File: src/rtl/cpu_run_ctrl.sv
// Run sequencer for the single-cycle RISC-V core: streams a host program into
// instruction memory, runs the core until a mailbox store or watchdog expiry.
module cpu_run_ctrl #(
  parameter int unsigned IMEM_AW   = 9,
  parameter logic [31:0] DONE_ADDR = 32'h0200_0000,
  parameter logic [23:0] TIMEOUT   = 24'd1_000_000
) (
  input  logic               adc_sck,
  input  logic               reset,
  input  logic               load_valid,
  input  logic [31:0]        load_data,
  input  logic               load_last,
  output logic               load_ready,
  input  logic               start,
  input  logic               abort,
  output logic               imem_we,
  output logic [IMEM_AW-1:0] imem_waddr,
  output logic [31:0]        imem_wdata,
  output logic               cpu_reset,
  input  logic               cpu_MemWrite,
  input  logic [31:0]        cpu_WrAddr,
  input  logic [31:0]        cpu_WrData,
  output logic               busy,
  output logic               done,
  output logic               err,
  output logic [31:0]        result,
  output logic [23:0]        cycles
);

  typedef enum logic [2:0] {
    ST_IDLE,
    ST_LOAD,
    ST_RUN,
    ST_DONE,
    ST_ERR
  } state_e;

  localparam logic [IMEM_AW:0] WCNT_ONE = {{IMEM_AW{1'b0}}, 1'b1};
  localparam logic [IMEM_AW:0] DEPTH    = WCNT_ONE << IMEM_AW;

  state_e               state_q;
  logic                 loaded_q;
  logic [IMEM_AW:0]     wcnt_q;
  logic                 imem_we_q;
  logic [IMEM_AW-1:0]   imem_waddr_q;
  logic [31:0]          imem_wdata_q;
  logic                 cpu_reset_q;
  logic [31:0]          result_q;
  logic [23:0]          cycles_q;

  logic                 accept;
  logic [IMEM_AW:0]     wbase_d;
  logic [IMEM_AW:0]     wcnt_d;
  logic                 overflow_d;
  logic                 mailbox_hit;
  logic [23:0]          cycles_d;
  logic                 timeout_hit;
  logic                 start_ok;

  always_comb begin
    load_ready  = (state_q != ST_RUN);
    accept      = load_valid && load_ready;
    // A word outside LOAD always begins a fresh program at address 0.
    wbase_d     = (state_q == ST_LOAD) ? wcnt_q : '0;
    wcnt_d      = wbase_d + WCNT_ONE;
    overflow_d  = !load_last && (wcnt_d == DEPTH);
    mailbox_hit = cpu_MemWrite && (cpu_WrAddr == DONE_ADDR);
    cycles_d    = cycles_q + 24'd1;
    timeout_hit = (cycles_d == TIMEOUT);
    start_ok    = start && (((state_q == ST_IDLE) && loaded_q) || (state_q == ST_DONE));
  end

  always_ff @(posedge adc_sck or negedge reset) begin
    if (!reset) begin
      state_q      <= ST_IDLE;
      loaded_q     <= 1'b0;
      wcnt_q       <= '0;
      imem_we_q    <= 1'b0;
      imem_waddr_q <= '0;
      imem_wdata_q <= '0;
      cpu_reset_q  <= 1'b1;
      result_q     <= '0;
      cycles_q     <= '0;
    end else begin
      imem_we_q <= 1'b0;
      if (abort) begin
        state_q     <= ST_IDLE;
        cpu_reset_q <= 1'b1;
      end else if (accept) begin
        imem_we_q    <= 1'b1;
        imem_waddr_q <= wbase_d[IMEM_AW-1:0];
        imem_wdata_q <= load_data;
        wcnt_q       <= wcnt_d;
        cpu_reset_q  <= 1'b1;
        if (load_last) begin
          loaded_q <= 1'b1;
          state_q  <= ST_IDLE;
        end else begin
          loaded_q <= 1'b0;
          state_q  <= overflow_d ? ST_ERR : ST_LOAD;
        end
      end else if (start_ok) begin
        state_q     <= ST_RUN;
        cpu_reset_q <= 1'b0;
        cycles_q    <= '0;
      end else if (state_q == ST_RUN) begin
        cycles_q <= cycles_d;
        // Mailbox store outranks a coincident watchdog expiry.
        if (mailbox_hit) begin
          result_q    <= cpu_WrData;
          state_q     <= ST_DONE;
          cpu_reset_q <= 1'b1;
        end else if (timeout_hit) begin
          state_q     <= ST_ERR;
          cpu_reset_q <= 1'b1;
        end
      end
    end
  end

  assign imem_we    = imem_we_q;
  assign imem_waddr = imem_waddr_q;
  assign imem_wdata = imem_wdata_q;
  assign cpu_reset  = cpu_reset_q;
  assign result     = result_q;
  assign cycles     = cycles_q;
  assign busy       = (state_q == ST_RUN);
  assign done       = (state_q == ST_DONE);
  assign err        = (state_q == ST_ERR);

endmodule

File: config.mk
export PLATFORM = sky130hd
export DESIGN_NAME = cpu_run_ctrl
export DESIGN_NICKNAME = d
export VERILOG_FILES = /design/src/rtl/cpu_run_ctrl.sv
export SDC_FILE = /design/constraint.sdc
export NUM_CORES = 1
export LEC_CHECK = 0
export BUFFER_PORTS_ARGS = -buffer_cell sky130_fd_sc_hd__buf_4
export CAP_MARGIN = 10
export CORE_ASPECT_RATIO = 0.6
export CORE_MARGIN = 4
export CORE_UTILIZATION = 46
export CTS_BUF_LIST = sky130_fd_sc_hd__clkbuf_8
export DETAILED_ROUTE_END_ITERATION = 10
export GPL_TIMING_DRIVEN = 0
export PLACE_DENSITY = 0.88
export SLEW_MARGIN = 30
export SYNTH_ARGS = -nofsm -noshare
export SYNTH_HDL_FRONTEND = slang
export SYNTH_SLANG_ARGS = --single-unit
File: constraint.sdc
create_clock -name adc_sck -period 2.9 [get_ports adc_sck]
set_input_delay 0.29 -clock adc_sck [delete_from_list [all_inputs] [get_ports adc_sck]]
set_output_delay 0.29 -clock adc_sck [all_outputs]
set_load 0.005 [all_outputs]
=== Word level (Yosys, flattened, before mapping) ===
Cells that the tools add are included.

* Add/subtract/negate cells: 2
* Eq/ne operators: 8
* Multiplexer cells: 20
* Bitwise logic cells: 3
* Reductions and logical operators: 15

{| class="wikitable"
|+ Operator list
! cell !! count
|-
| 24-bit 2-to-1 mux || 2
|-
| 32-bit by 26-bit == test with 1-bit output (second input constant) || 1
|-
| 24-bit by 1-bit adder with 24-bit output (second input constant) || 1
|-
| 24-bit by 20-bit == test with 1-bit output (second input constant) || 1
|-
| 3-bit 2-to-1 mux || 8
|-
| 10-bit by 1-bit adder with 10-bit output (second input constant) || 1
|-
| 10-bit == test (second input constant) || 1
|-
| 10-bit 2-to-1 mux || 1
|-
| 1-bit 2-to-1 mux || 9
|-
| 3-bit by 2-bit == test with 1-bit output (second input constant) || 2
|-
| 1-bit logical AND || 5
|-
| 5-bit AND reduction || 1
|-
| 5-bit nonzero test || 1
|-
| 2-bit AND reduction || 2
|-
| 4-bit nonzero test || 1
|-
| 3-bit by 1-bit == test with 1-bit output (second input constant) || 1
|-
| 3-bit == test (second input constant) || 1
|-
| 3-bit zero test || 1
|-
| 3-bit by 2-bit inequality test with 1-bit output (second input constant) || 1
|-
| 1-bit inverter || 3
|-
| 3-bit AND reduction || 1
|-
| 2-bit nonzero test || 1
|-
| 1-bit zero test || 1
|-
| 1-bit logical OR || 1
|}

* Flip-flop bits (word level): 113
* Bits of input ports: 103
* Output and inout bits: 103
* Word-level logic and storage cells: 57

=== Depth between registers and ports, before layout ===
Gate-level depths: netlist of run 1.

* Depth after elaboration: 9
* Mapped depth: 10
* Mapped depth without buffers: 10

=== Worst setup path before layout of run 1 ===
No wires, ideal clock.

* Path kind: register to register
* Start point: reg cycles_q[0], in the netlist cycles[0]
* End point: reg state_q[1]
* Setup time: 0.123 ns
* Arrival: 2.620 ns
* Path slack: 0.157 ns
* Stages on the path, launching flop included: 9
* Buffers on the path: 0
* Period minus slack after synthesis: 2.743 ns
* Cells stage by stage: dfrtp_1 -> ha_1 -> nand3_1 -> or4_1 -> mux2i_1 -> nor2_1 -> or4_1 -> or3_1 -> o221a_1

* Cells in the longest elaborated chain, start to end: 4

{| class="wikitable"
|+ Ends and longest elaborated chain
! what !! line !! text
|-
| from (decl) || 49 || <nowiki>logic [23:0] cycles_q;</nowiki>
|-
| from (signal assigned) || 107 || <nowiki>cycles_q <= cycles_d;</nowiki>
|-
| 24-bit by 1-bit adder with 24-bit output || 68 || <nowiki>cycles_d = cycles_q + 24'd1;</nowiki>
|-
| 24-bit by 20-bit == test with 1-bit output || 69 || <nowiki>timeout_hit = (cycles_d == TIMEOUT);</nowiki>
|-
| 5-bit nonzero test (no line) || - ||
|-
| 2-bit AND reduction (no line) || - ||
|-
| to (signal assigned) || 100 || <nowiki>state_q <= overflow_d ? ST_ERR : ST_LOAD;</nowiki>
|-
| to (decl) || 41 || <nowiki>state_e state_q;</nowiki>
|}

No other way between the ends.
A chain may end at the register's enable or synchronous reset.

=== Final worst setup path of run 1 ===
* Start point: reg cycles_q[3], in the netlist cycles[3]
* End point: reg state_q[1]

Same word-level chain as after synthesis.

==> out/results.tsv, run 1 <==
metric	value	unit
Worst VDD drop	0.468	mV
main combinational cell family by area after synthesis	simple AND/OR/NAND/NOR gates	
HPWL Detailed	12.1	mm
CP delay by family, top	simple AND/OR/NAND/NOR gates	
library cells used by synthesis	58	
WHS Path Cells	3	
Layout fillers	889	
Avg WL per Cell	16.4	um
Die W	149	um
port bufs	205	
crit-path max FO	9	
number of global-route vias before repair	5092	
syn_nets	687	
WHS Endpoint	imem_wdata[31]	
Ys Warns	0	
core region area	0.0114	mm2
Crit Reg-Reg Startpoint	cycles[3]	
GRT Total Usage	22.8	%
number of synthesized flops with an enable pin	0	
Layout area overhead	42.6	%
biggest area consumer among synthesized cells	dfrtp_1	
via/cell ratio	5.39	
Inserted Clock Buffers	17	
Ant. Diodes	0	
slowest stage delay, CP	540	ps
worst r2r dst	state_q[1]	
Leakage	3.94	nW
DRT Pass-1 Iters	5	
DRC	0	
part of the cycle the worst path needs	99.1	%
largest net degree at the start of global routing	64	
gr ovfl total	0	
max_cap viols	0	
critical path data arrival time	3170	ps
total negative setup slack	0	ps
status	finished clean	
dominant synthesized flop cell	dfrtp_1	
FF+latch count, synth	113	
Mapped Area	0.00547	mm2
f_max	0.348	GHz
CTS tree	built	
slew margin rel.	54.6	%
Die H	92.5	um
simple-gate share of the synthesized area	24.1	%
final hold vios	0	
top-area cell type share of the netlist area	51.2	%
mux cell area share after synthesis	7.53	%
reg2reg setup slack	30	ps
latest clock arrival within the worst-skew pair	410	ps
CTS root buffer	clkbuf_8	
cell with the most instances after synthesis	nand2_1	
worst clock skew	18.1	ps
fin worst setup slack	26.5	ps
XOR/XNOR share of the synthesized area	1.44	%
Post-synth ARST share	100	%
Hold Path Class	in2reg	
Startpoint Class	flop	
first-pass GRT wire length	25.4	mm
power density cells	484	mW/mm2
effective utilization at floorplan	47.8	%
CP bufs+invs	2	
Slew Viols, Final	0	
clock sinks	113	
average size of a mapped cell	9.41	um2
Clock transition at path regs	80	ps
CP required	3190	ps
setup violators final	0	
synth top area cells	dfrtp_1 51%, nand2_1 11%, mux2_2 5.1%, o21ai_0 4.1%, nor2_1 2.3%	
sequential area share after synthesis	51.7	%
CP max-delay cell	or4_4	
total number of vias	5312	
Critical Setup Path Class	reg2reg	
DRT iter0 DRCs	347	
Synth Area in Compound Gates	11.0	%
layout cells sized above 1	37.4	%
Mapped Cells	581	
total wire length	16.2	mm
initial antenna violation count	0	
Core Rows	30	
CP Capture Type	flop	
CP cell instances	buf_4 > and4_4 > buf_6 > or4_1 > mux2i_1 > nor2_1 > or4_4 > or3_4 > o221a_1	
# H-tree levels	4	
Hold Startpoint	load_data[31]	
fin crit period	2870	ps
Top Ports	206	
total die area	0.0138	mm2
worst reg2reg path depth	9	
Synth Area in Adders	0.686	%
nets	919	
clock buffer depth	2	
Post-Place Worst Slack	-185	ps
Worst-Margin Slew	675	ps
Post-synth top cells	160 x nand2_1, 112 x dfrtp_1, 45 x o21ai_0, 34 x nor2_1, 25 x mux2_2	
DRT antenna net count	0	
gp weighted congestion	0.955	
hold_ws	65.5	ps
## layout by cell type, fill, tap and decap left out, types with 4 or more instances in the layout
cell type | synthesis | routed
nand2_1 | 160 | 160
xnor2_1 | 7 | 7
o41ai_1 | 4 | 4
nor4_1 | 10 | 8
and3_1 | 9 | 9
clkbuf_1 | 21 | 19
a21oi_1 | 11 | 11
o21ai_0 | 45 | 45
nor4b_1 | 5 | 5
o31ai_1 | 9 | 9
nor3_1 | 7 | 6
buf_4 | 1 | 214
mux2_2 | 25 | 25
clkbuf_8 | 0 | 19
inv_1 | 4 | 5
nor2_1 | 34 | 34
nand3_1 | 21 | 20
nand4_1 | 12 | 12
mux2_1 | 8 | 8
a31oi_1 | 8 | 7
dfrtp_1 | 112 | 110
mux2i_1 | 4 | 4
clkinvlp_4 | 0 | 5
buf_6 | 5 | 5
## metal layers
metal	track usage [%]	routed length, um	vias to the layer above	part of all wire (%)
li1	-	-	2510	-
met1	31.7	6870	2494	43
met2	35.9	7420	285	46
met3	6.01	1670	23	10
met4	5.86	191	0	1.2
met5	0	0	-	0
## power breakdown
part           internal (mW)  switching, mW
sequential              1.66         0.0691
clock                  0.895          0.659
combinational          0.275          0.219
## flip-flops by register name, summed over array words and instances (netlist names)
register	flops
result	32
imem_waddr	9
wcnt_q	10
imem_we	1
loaded_q	1
cycles	24
state_q	3
cpu_reset	1
imem_wdata	32
## per-stage QoR
step	area, um2	power (mW)	std cells	utilization, %
3_3_place_gp	7210	2.17	946	63.0
5_1_grt	7800	3.96	986	68.1
2_1_floorplan	5470	1.88	581	-
4_1_cts	7680	3.76	980	67.1
3_5_place_dp	7240	2.19	947	63.3
6_report	7800	3.77	986	68.1
## timing repair
action                                  CTS  global route
endpoints found under the setup margin    3             4
buffers inserted                          0             8
endpoints found under the hold margin    49             0
resized for setup                         3            13
hold buffers                              1             0
## kinds of logic after synthesis
| group | after synthesis |
|---|---|
| xor+xnor | 9 |
| compound gates | 96 |
| flops | 113 |
| mux | 37 |
| fa+ha+maj | 3 |
| buf+inv | 39 |
| simple gates | 284 |
## tightest hold or removal path, cell delays in order
cell and delay [ps]:
buf_4 80, nand2_1 40, nand2_1 40
## worst max path at each step
stage              start    endpoint  slack [ps]  depth (start not counted)
3_3_place_gp   cycles[0]  state_q[1]        -180                          8
2_1_floorplan  cycles[0]  state_q[1]         160                          8
5_1_grt        cycles[1]  state_q[1]         -60                          9
6_report       cycles[3]  state_q[1]          30                          9
3_5_place_dp   cycles[0]  state_q[1]        -180                          8
4_1_cts        cycles[7]  state_q[1]          20                          8
## area by class of cell
cell class	count	area (um2)	area share (%)
Timing Repair Buffer	215	1640	21.1
Inverter	5	18.8	0.241
Sequential cell	113	2830	36.3
Clock buffer	19	262	3.35
Multi-Input combinational cell	429	2510	32.2
Tap cell	160	200	2.57
Clock inverter	13	159	2.04
Buffer	32	174	2.23
Note: power is estimated with default switching activity, not from simulation.
==> run 2, diff against run 1 <==
--- a/config.mk
+++ b/config.mk
@@ -5,6 +5,7 @@
 export SDC_FILE = /design/constraint.sdc
 export NUM_CORES = 1
 export LEC_CHECK = 0
+export ABC_AREA = 1
 export BUFFER_PORTS_ARGS = -buffer_cell sky130_fd_sc_hd__buf_4
 export CAP_MARGIN = 10
 export CORE_ASPECT_RATIO = 0.6
@@ -13,7 +14,8 @@
 export CTS_BUF_LIST = sky130_fd_sc_hd__clkbuf_8
 export DETAILED_ROUTE_END_ITERATION = 10
 export GPL_TIMING_DRIVEN = 0
-export PLACE_DENSITY = 0.88
+export PLACE_DENSITY = 0.87
+export RECOVER_POWER = 50
 export SLEW_MARGIN = 30
 export SYNTH_ARGS = -nofsm -noshare
 export SYNTH_HDL_FRONTEND = slang
==> out/results.tsv, run 2 <==
metric	value	unit	change
Layout fillers	1000		+12%
Worst VDD drop	0.310	mV	-34%
Slew Viols, Final	0		unchanged
Top Ports	206		unchanged
Leakage	3.99	nW	+1.4%
RSZ-0062 raised after global routing	no		
clock buffer depth	2		unchanged
f_max	0.411	GHz	+18%
CTS tree	built		
DRT iter0 DRCs	359		+3.5%
latest clock arrival within the worst-skew pair	420	ps	about the same
dominant synthesized flop cell	dfrtp_1		
CP required	3220	ps	+30 ps
power density cells	512	mW/mm2	+5.8%
port bufs	205		unchanged
largest net degree at the start of global routing	60		-6.3%
max_cap viols	0		unchanged
Post-synth top cells	249 x nand2_1, 112 x dfrtp_1, 93 x inv_1, 84 x nor2_1, 42 x nand3_1		
Inserted Clock Buffers	17		unchanged
library cells used by synthesis	33		-43%
CP Capture Type	flop		
status	finished clean		
sequential area share after synthesis	50.7	%	-1.0 points
Mapped Cells	740		+27%
Critical Setup Path Class	reg2reg		
critical path data arrival time	2750	ps	-420 ps
cell with the most instances after synthesis	nand2_1		
CTS root buffer	clkbuf_8		
Ys Warns	0		unchanged
average size of a mapped cell	7.54	um2	-20%
Layout area overhead	38.3	%	
Die H	93.3	um	+0.89%
via/cell ratio	4.93		-8.5%
number of global-route vias before repair	5377		+5.6%
Mapped Area	0.00558	mm2	+2.0%
initial antenna violation count	0		unchanged
top-area cell type share of the netlist area	50.3	%	-0.99 points
final hold vios	0		unchanged
final cell count without fillers	1139		+16%
total die area	0.0140	mm2	+1.8%
Crit Reg-Reg Startpoint	state_q[1]		
Post-synth ARST share	100	%	unchanged
nets	1072		+17%
first-pass GRT wire length	26.4	mm	+3.9%
total wire length	16.7	mm	+3.3%
FF+latch count, synth	113		unchanged
total number of vias	5617		+5.7%
CTS resizes	0		-3
Worst-Margin Slew	1350	ps	+670 ps
gp weighted congestion	0.910		-4.7%
GRT Total Usage	23.8	%	+0.96 points
Clock transition at path regs	80	ps	about the same
Post-CTS Hold Fix Bufs	1		unchanged
biggest area consumer among synthesized cells	dfrtp_1		
DRT antenna net count	0		unchanged
Avg WL per Cell	14.6	um	-11%
HPWL Detailed	12.9	mm	+6.5%
CP Launch Point	state_q[1]		
slew margin rel.	10.3	%	-44 points
core region area	0.0116	mm2	+0.98%
gr ovfl total	0		unchanged
crit-path max FO	8		-1
layout cells sized above 1	26.4	%	-11 points
Core Rows	30		unchanged
Die W	150	um	+0.93%
Placed Cells incl. Taps	1106		+17%
Startpoint Class	flop		
worst clock skew	11.7	ps	-6.37 ps
# H-tree levels	4		unchanged
fin crit period	2430	ps	-439 ps
syn_nets	846		+23%
part of the cycle the worst path needs	84.0	%	-15 points
total negative setup slack	0	ps	unchanged
Post-DP Area	0.00735	mm2	+1.5%
synth top area cells	dfrtp_1 50%, nand2_1 17%, inv_1 6.3%, nor2_1 5.7%, nand3_1 3.8%		
post-CTS setup buffers	0		unchanged
setup violators final	0		unchanged
Ant. Diodes	0		unchanged
most common cell after layout, fill and taps aside	nand2_1		
most frequent cells in the layout	249 x nand2_1, 154 x buf_4, 112 x dfrtp_1, 93 x inv_1, 84 x nor2_1		
Finished Cell Area	0.00771	mm2	-1.2%
DRT Pass-1 Iters	5		unchanged
effective utilization at floorplan	48.2	%	+0.47 points
DRC	0		unchanged
Hold Startpoint	load_data[8]		
Hold Path Class	in2reg		
number of synthesized flops with an enable pin	0		unchanged
clock sinks	113		unchanged
## run 2: cell families after synthesis
logic type,count (synthesis),synth area share (%)
flops,113,50.7
xor+xnor,6,0.942
fa+ha+maj,3,0.673
compound gates,82,7.70
buf+inv,118,8.17
simple gates,418,31.8
## run 2: metrics by stage
step	hold slack [ps]	setup WS [ps]	total power, mW	util, %
final	63.3	465	3.95	66.7
after global routing	45.1	166	4.14	66.7
after CTS	37.3	532	4.01	67.4
after detailed placement	236	543	2.39	63.6
after global placement	455	570	2.36	63.3
after floorplan	-5.59	931	2.00	-
## run 2: critical path, stage by stage, from the launching register on
cell and delay, ps:
dfrtp_1 410, inv_1 100, nand3_2 210, inv_2 200, nand2_1 80, inv_1 60
ha_1 190, nand2_1 110, nor2_4 200, xnor2_1 110, nor2_1 190, nand3_1 120
o21ai_1 170, nand2_1 70, nand2_1 60, nand2_1 50
## run 2: final cells by class
cell class	count	area (um2)	area share, %
sequential	113	2830	36.7
clock buffer	19	262	3.39
timing repair buffer	207	1500	19.4
buffer	21	91.3	1.18
clock inverter	13	174	2.26
inverter	97	364	4.72
multi-input combinational	509	2290	29.7
tap	160	200	2.60
## run 2: worst paths after layout
check                            endpoint  slack, ps  depth (start not counted)
max reg2reg                    state_q[0]        470                         15
max in group asynchronous       wcnt_q[2]        590                          3
min reg2reg                imem_wdata[14]        470                          2
min in group asynchronous       result[1]        720                          2
min                         imem_wdata[8]         60                          3
max                            state_q[0]        470                         15
## run 2: power breakdown
group	total (mW)	switching (mW)	leakage, nW	internal [mW]
combinational	0.549	0.276	2.44	0.273
sequential	1.78	0.0994	1.34	1.68
clock	1.61	0.703	0.210	0.911
total	3.95	1.08	3.99	2.87
## run 2: metal layers
metal / GRT usage, % / routed length [um]
met1: 32.5 / 7270
met2: 37.0 / 7350
met3: 8.14 / 1910
met4: 5.18 / 157
met5: 0 / 0
